===== src/rtl/tempo_controller.sv =====
// tempo_controller
// Turns rotary-wheel detents and push-button presses into a clamped beat
// period, and runs a beat counter that strobes beat_tick once per period
// while enabled. Closely spaced detents use a 4x step so fast spins cover
// the tempo range quickly.
module tempo_controller #(
    parameter logic [23:0] DEFAULT_PERIOD = 24'd8_250_000,
    parameter logic [23:0] MIN_PERIOD     = 24'd1_650_000,
    parameter logic [23:0] MAX_PERIOD     = 24'd33_000_000,
    parameter logic [23:0] STEP           = 24'd165_000,
    parameter logic [23:0] FAST_WINDOW    = 24'd1_650_000
) (
    input  logic        clk,
    input  logic        rst,
    input  logic        rotary_event,
    input  logic        rotary_left,
    input  logic        rotary_push,
    input  logic        enable,
    output logic [23:0] beat_period,
    output logic        beat_tick,
    output logic        fast_mode
);

    // Accelerated step; parameters guarantee it still fits in 24 bits.
    localparam logic [23:0] STEP_FAST = STEP << 2;

    // Slowing down: the sum can only overshoot the upper bound.
    function automatic logic [23:0] clamp_up(input logic [24:0] value);
        if (value > {1'b0, MAX_PERIOD}) begin
            return MAX_PERIOD;
        end
        return value[23:0];
    endfunction

    // Speeding up: a negative difference or one below the floor pins at MIN.
    function automatic logic [23:0] clamp_down(input logic signed [24:0] value);
        if (value < 25'sd0) begin
            return MIN_PERIOD;
        end
        if (value[23:0] < MIN_PERIOD) begin
            return MIN_PERIOD;
        end
        return value[23:0];
    endfunction

    logic [23:0]        gap_count;
    logic [23:0]        gap_inc;
    logic               gap_fast;
    logic               gap_reaching_window;
    logic [23:0]        step_size;
    logic [24:0]        period_sum;
    logic signed [24:0] period_diff;
    logic [23:0]        period_next;
    logic               fast_next;
    logic [23:0]        beat_count;
    logic [23:0]        beat_limit;
    logic               beat_wrap;

    assign gap_inc             = gap_count + 24'd1;
    assign gap_fast            = (gap_count < FAST_WINDOW);
    assign gap_reaching_window = gap_fast && (gap_inc == FAST_WINDOW);

    // Period/fast-mode next-state: push overrides any simultaneous detent.
    always_comb begin
        step_size   = gap_fast ? STEP_FAST : STEP;
        period_sum  = {1'b0, beat_period} + {1'b0, step_size};
        period_diff = $signed({1'b0, beat_period}) - $signed({1'b0, step_size});
        period_next = beat_period;
        fast_next   = fast_mode;
        if (rotary_push) begin
            period_next = DEFAULT_PERIOD;
            fast_next   = 1'b0;
        end else if (rotary_event) begin
            period_next = rotary_left ? clamp_up(period_sum) : clamp_down(period_diff);
            fast_next   = gap_fast;
        end else if (gap_reaching_window) begin
            fast_next   = 1'b0;
        end
    end

    // Gap counter: cycles since the last detent or push, saturating at the window.
    always_ff @(posedge clk) begin
        if (rst) begin
            gap_count <= FAST_WINDOW;
        end else if (rotary_push || rotary_event) begin
            gap_count <= '0;
        end else if (gap_fast) begin
            gap_count <= gap_inc;
        end
    end

    // Registered tempo state.
    always_ff @(posedge clk) begin
        if (rst) begin
            beat_period <= DEFAULT_PERIOD;
            fast_mode   <= 1'b0;
        end else begin
            beat_period <= period_next;
            fast_mode   <= fast_next;
        end
    end

    // Wrap compare uses >= so a period that shrinks under the count wraps at once.
    assign beat_limit = beat_period - 24'd1;
    assign beat_wrap  = (beat_count >= beat_limit);

    // Beat counter and tick strobe; held idle while disabled.
    always_ff @(posedge clk) begin
        if (rst) begin
            beat_count <= '0;
            beat_tick  <= 1'b0;
        end else if (!enable) begin
            beat_count <= '0;
            beat_tick  <= 1'b0;
        end else if (beat_wrap) begin
            beat_count <= '0;
            beat_tick  <= 1'b1;
        end else begin
            beat_count <= beat_count + 24'd1;
            beat_tick  <= 1'b0;
        end
    end

endmodule


===== config.mk =====
export PLATFORM = sky130hd
export DESIGN_NAME = tempo_controller
export DESIGN_NICKNAME = d
export VERILOG_FILES = /design/src/rtl/tempo_controller.sv
export SDC_FILE = /design/constraint.sdc
export NUM_CORES = 1
export LEC_CHECK = 0
export ABC_AREA = 1
export ABC_CLOCK_PERIOD_IN_PS = 7810
export BUFFER_PORTS_ARGS = -buffer_cell sky130_fd_sc_hd__clkbuf_2
export CAP_MARGIN = 20
export CORE_ASPECT_RATIO = 1.4
export CORE_MARGIN = 4
export CORE_UTILIZATION = 45
export CTS_CLUSTER_DIAMETER = 100
export DETAILED_ROUTE_END_ITERATION = 10
export GPL_TIMING_DRIVEN = 0
export PLACE_DENSITY = 0.58
export SLEW_MARGIN = 25
export SYNTH_ARGS = -nofsm -noshare
export SYNTH_HDL_FRONTEND = slang
export SYNTH_SLANG_ARGS = --single-unit

===== constraint.sdc =====
create_clock -name clk -period 7.81 [get_ports clk]
set_input_delay 0.781 -clock clk [delete_from_list [all_inputs] [get_ports clk]]
set_output_delay 0.781 -clock clk [all_outputs]
set_load 0.01 [all_outputs]

=== Word-level counts from Yosys, hierarchy flattened ===
Index checks and enable logic that the tools add are counted.

* Register bits after elaboration: 74
* Bits of input ports: 6
* Output and inout bits: 26
* Word-level logic and storage cells: 49

* Add/subtract/negate cells: 5
* $lt $le $gt $ge: 5
* Equal/unequal tests: 1
* Multiplexer cells: 23
* Bitwise logic cells: 1
* Reduce and logical (&&, ||, !) cells: 8

{| class="wikitable"
|+ Operators by type and width
! operator !! number
|-
| $mux 24 || 7
|-
| $add 24x1->24 const B || 2
|-
| $lt 24x21->1 const B || 2
|-
| $mux 21 || 2
|-
| $add 24x20->25 || 1
|-
| $gt 25x24->1 const B || 1
|-
| $lt 25x1->1 const B || 1
|-
| $sub 24x20->25 || 1
|-
| $eq 24x21->1 const B || 1
|-
| $ge 24x24->1 || 1
|-
| $sub 24x1->24 const B || 1
|-
| $mux 20 || 1
|-
| $mux 1 || 13
|-
| $reduce_or 2->1 || 3
|-
| $reduce_bool 2->1 || 2
|-
| $reduce_or 3->1 || 1
|-
| $logic_and 1x1->1 || 1
|-
| $logic_or 1x1->1 || 1
|-
| $not 1->1 || 1
|}

=== Logic depth before layout (Yosys ltp) ===
* Depth in word-level cells: 13
* Gate-level depth with buffers: 29
* Mapped depth without buffers: 27

=== Worst setup path after synthesis ===
OpenSTA, ideal clock, no wires.

* Path type: reg-to-reg
* Start: reg gap_count[15]
* End: reg beat_period[17]
* Setup time: 113 ps
* Arrival: 3586 ps
* Required time: 7697 ps
* Setup slack: 4111 ps
* Cell stages (with the launch flop): 27
* Path buffers: 2
* Clock period less this slack: 3699 ps
* Cell sequence: dfxtp_1 -> nor2_1 -> nand3_1 -> o311ai_0 -> a21oi_1 -> nand2_1 -> clkbuf_1 -> ha_1 -> buf_6 -> inv_2 -> nand3_1 -> nand2_1 -> nand2_1 -> nand2_1 -> nand3_1 -> nand2_1 -> nand2_1 -> nand2_1 -> nand2_1 -> nor2_1 -> a21oi_1 -> nand2_2 -> nand2_2 -> nand2_2 -> nand2_1 -> o21ai_1 -> inv_1

* Word-level cells in the longest chain between the ends: 11
* Elaborated cells on any way between the ends: 22
* Those cells by class: add/sub: 2; order compare: 4; mux: 16

{| class="wikitable"
|+ RTL lines
! element !! RTL line !! text
|-
| start, declared || 46 || <nowiki>logic [23:0] gap_count;</nowiki>
|-
| start signal, assigned || 88 || <nowiki>gap_count <= gap_inc;</nowiki>
|-
| $lt 24x21->1 (*) || 60 || <nowiki>assign gap_fast = (gap_count < FAST_WINDOW);</nowiki>
|-
| $mux 20 (*) || 65 || <nowiki>step_size = gap_fast ? STEP_FAST : STEP;</nowiki>
|-
| $sub 24x20->25 || 67 || <nowiki>period_diff = $signed({1'b0, beat_period}) - $signed({1'b0, step_size});</nowiki>
|-
| $lt 24x21->1 || 40 || <nowiki>if (value[23:0] < MIN_PERIOD) begin</nowiki>
|-
| $mux 1 (2 in series) || 40 ||
|-
| $mux 1 || 73 || <nowiki>end else if (rotary_event) begin</nowiki>
|-
| $mux 1 || 70 || <nowiki>if (rotary_push) begin</nowiki>
|-
| $mux 24 || 43 || <nowiki>return value[23:0];</nowiki>
|-
| $mux 24 || 40 ||
|-
| $mux 24 (*) || 74 || <nowiki>period_next = rotary_left ? clamp_up(period_sum) : clamp_down(period_diff);</nowiki>
|-
| end signal, assigned || 98 || <nowiki>beat_period <= period_next;</nowiki>
|-
| end, declared || 19 || <nowiki>output logic [23:0] beat_period,</nowiki>
|}

Mark *: on every way between the ends. The rest lies on a longest branch, timed or not. The select of a mux whose other input is x is not followed.
A chain may end at the register's enable or synchronous reset.

=== Final worst setup path ===
* Start: reg gap_count[15]
* End: reg beat_period[11]

The elaborated chain is that of the path after synthesis.

==> reports/metrics.csv <==
metric,value,unit
Core ar.,15100,µm²
number of synthesized flops with an enable pin,0,
max-cap viol count,0,
H-tree depth,3,
I/O Pins,32,
RSZ-0062 raised after global routing,false,
"Slew Viols, Final",0,
"FF+latch count, synth",71,
Setup-failing EPs final,0,
"Max FO, Critical Path",21,
antenna-violating nets left,0,
Filler Cell Count,1672,
final worst setup slack,2860,ps
drt drc,0,
initial DRC count,460,
"top cells by area, synth","dfxtp_1 (21%), nand2_1 (17%), ha_1 (8.7%)",
CP cell instances,"nor2_1, nand3_1, o311ai_0, a21oi_1, nand2_1, clkbuf_2, ha_1, ha_1, nand3_1, nand2_1, nand2_1, nand2_1, xor2_1, nand4_1, nor2_1, a21oi_1, nand2_2, nand2_2, nor2_1, nand2_1, nand3_1, nand2_1",
synth warn,0,
Crit path required time,8060,ps
status,"finished, final reports clean",
share of cells above drive strength 1,7.26,%
TritonRoute pass-1 iters,5,
grt total ovfl,0,
Final Skew,9.04,ps
FP Rows,53,
fin nets,1234,
crit path capture type,flip-flop,
Total Wirelength,24.0,mm
fin crit period,4950,ps
Slowest cell on crit path,clkbuf_2,
Worst-Skew Late Latency,350,ps
post-synth top area cell,dfxtp_1,
FF-to-FF Start,gap_count[15],
WL/cell,17.4,µm
P per Cell Area,136,nW/µm²
most frequent CP cell,nand2_1,
Total GRT Usage,28.2,%
Root Buffer,clkbuf_16,
Hold Crit Start,fast_mode,
Fin. Hold Viols,0,
pin count of the biggest net entering global routing,22,
Final HPWL DP,19.6,mm
number of diodes,0,
CTS tree,built,
port buffer count,28,
Setup crit start kind,flip-flop,
Via density,5.40,
VDD IR-drop max,0.0797,mV
"Setup Fix Bufs, Post-CTS",0,
Mapped Cells,1138,
ys async rst share,0,%
area added between synthesis and finish,10.5,%
sequential cell area fraction in the yosys report,20.5,%
initial core utilization,46.0,%
Setup WS pre-CTS,2940,ps
critical setup path kind,reg2reg,
"Period Utilization, post-route",63.4,%
GPL Wtd Cong,0.950,
total vias in the final route,7431,
mapped cell area,6920,µm²
Worst Max-Slew Pin Slew,949,ps
Leakage,0.00364,µW
fraction of synthesized cell area taken by the top area cell type,20.5,%
Num CTS Buffers,9,
die height,155,µm
CP peak stage delay,600,ps
"Distinct cells, synth",42,
Avg Synthesized Cell Area,6.08,µm²
Slew Limit Headroom,36.5,%
initial antenna violation count,0,
worst endpoint data arrival time,5200,ps
post_cts resized,0,
CTS Hold Bufs,0,
Sum Neg Setup Slack,0,ps
Max Freq,202,MHz
"CTS clk-pin slew, worst paths",60,ps
vias in the first global route,7614,
Crit. Startpoint,gap_count[15],
first-pass GRT wire length,38.3,mm
Sinks on Clock Net,71,
Die X,113,µm
top_reg_cell synth,dfxtp_1,
min-delay worst type,reg2reg,
die area,17400,µm²
largest buffer count on any clock path,2,
==> layout by cell type, fill, tap and decap left out, types with 3 or more instances in the layout <==
master / instances
nand2_1: 318
nor2_1: 142
inv_1: 132
nand3_1: 103
dfxtp_1: 71
xor2_1: 56
ha_1: 48
a21oi_1: 44
nand4_1: 37
nor3_1: 34
clkbuf_2: 29
o21ai_0: 27
xnor2_1: 15
clkbuf_1: 11
nor3b_1: 11
buf_4: 10
clkbuf_16: 9
nor4_1: 7
o211ai_1: 5
nor3_2: 5
o21a_1: 5
nand3b_1: 5
nand2_2: 5
buf_6: 4
clkinv_1: 4
inv_2: 4
o21ai_1: 4
o21bai_1: 4
o221ai_1: 4
nor2_2: 3
a21oi_2: 3
conb_1: 3
==> report_power, final <==
group / internal (µW) / switching (µW) / total [µW]
sequential: 371 / 13.8 / 385
clock: 287 / 169 / 456
combinational: 64.2 / 136 / 200
total: 723 / 319 / 1040
==> per-layer routing <==
layer | share of wire [%] | up-vias | routed length, µm | GRT usage [%]
li1 | - | 3780 | - | -
met1 | 37 | 3415 | 8790 | 28.3
met2 | 55 | 162 | 13100 | 54.3
met3 | 2.6 | 74 | 627 | 2.82
met4 | 6.2 | 0 | 1480 | 18.0
met5 | 0 | - | 0 | 0
==> cells in the mapped netlist, types with 2 or more instances <==
cell      number
dfxtp_1       71
nand2_1      318
nand2_2        5
a31oi_1        2
buf_2          2
o21ai_0       27
buf_6          4
nor3b_1       11
buf_4         10
a21oi_2        3
nor2_1       142
nor3_1        34
xnor2_1       15
inv_1        132
nand3b_1       5
clkbuf_1      12
nor3_2         5
nand4_1       37
o21ai_1        4
inv_2          4
o21a_1         5
o211ai_1       5
nor2_2         3
o21bai_1       4
a21oi_1       44
clkinv_1       4
a211oi_1       2
xor2_1        56
ha_1          48
o221ai_1       4
nand3_1      103
nor4_1         7
==> logic make-up after synthesis <==
logic type               share of synthesized area (%)
adder cells (fa/ha/maj)                           8.68
XOR/XNOR                                          8.99
flip-flops                                        20.5
AO/OA/AOI/OAI                                     9.15
buffers and inverters                             10.1
AND/OR/NAND/NOR                                   42.4
other                                           0.0542
==> final cells by class <==
type | count | area (µm²) | share of cell area [%]
plain buffers | 28 | 176 | 2.31
clock buffers | 10 | 239 | 3.13
clock inverters | 5 | 82.6 | 1.08
inverters | 140 | 526 | 6.88
multi-input cells | 901 | 4800 | 62.8
flip-flops and latches | 71 | 1420 | 18.6
well taps | 192 | 240 | 3.14
repair buffers | 29 | 155 | 2.03
==> flip-flops by register name, summed over array words and instances (netlist names) <==
name,cells
fast_mode,1
beat_count,24
beat_period,21
beat_tick,1
gap_count,24
==> critical path: cells and delay by family (launching register included) <==
family | cells | cell delay (ps)
AOI/OAI and AO/OA | 3 | 510
xor gates and xnor gates | 1 | 200
adders and majority gates | 2 | 650
buffers and inverters | 1 | 600
DFF | 1 | 360
and+or+nand+nor | 15 | 2530
==> per-stage QoR <==
stage,hold slack (ps),total power [µW],area [µm²],cells,utilization (%)
CTS,475,1050,7630,1375,50.7
global placement,465,591,7310,1360,48.5
detailed placement,465,590,7310,1360,48.5
global route,517,1090,7640,1376,50.8
finish,474,1040,7640,1376,50.8
floorplan,463,532,6930,1140,-
==> final timing paths <==
| kind | endpoint | slack (ps) | depth (start not counted) |
|---|---|---|---|
| worst min register to register | fast_mode | 470 | 2 |
| worst max register to register | beat_period[11] | 2860 | 22 |
| worst min-delay path | fast_mode | 470 | 2 |
| worst max-delay path | beat_period[11] | 2860 | 22 |
No activity file was read; power rests on OpenSTA's default activity.
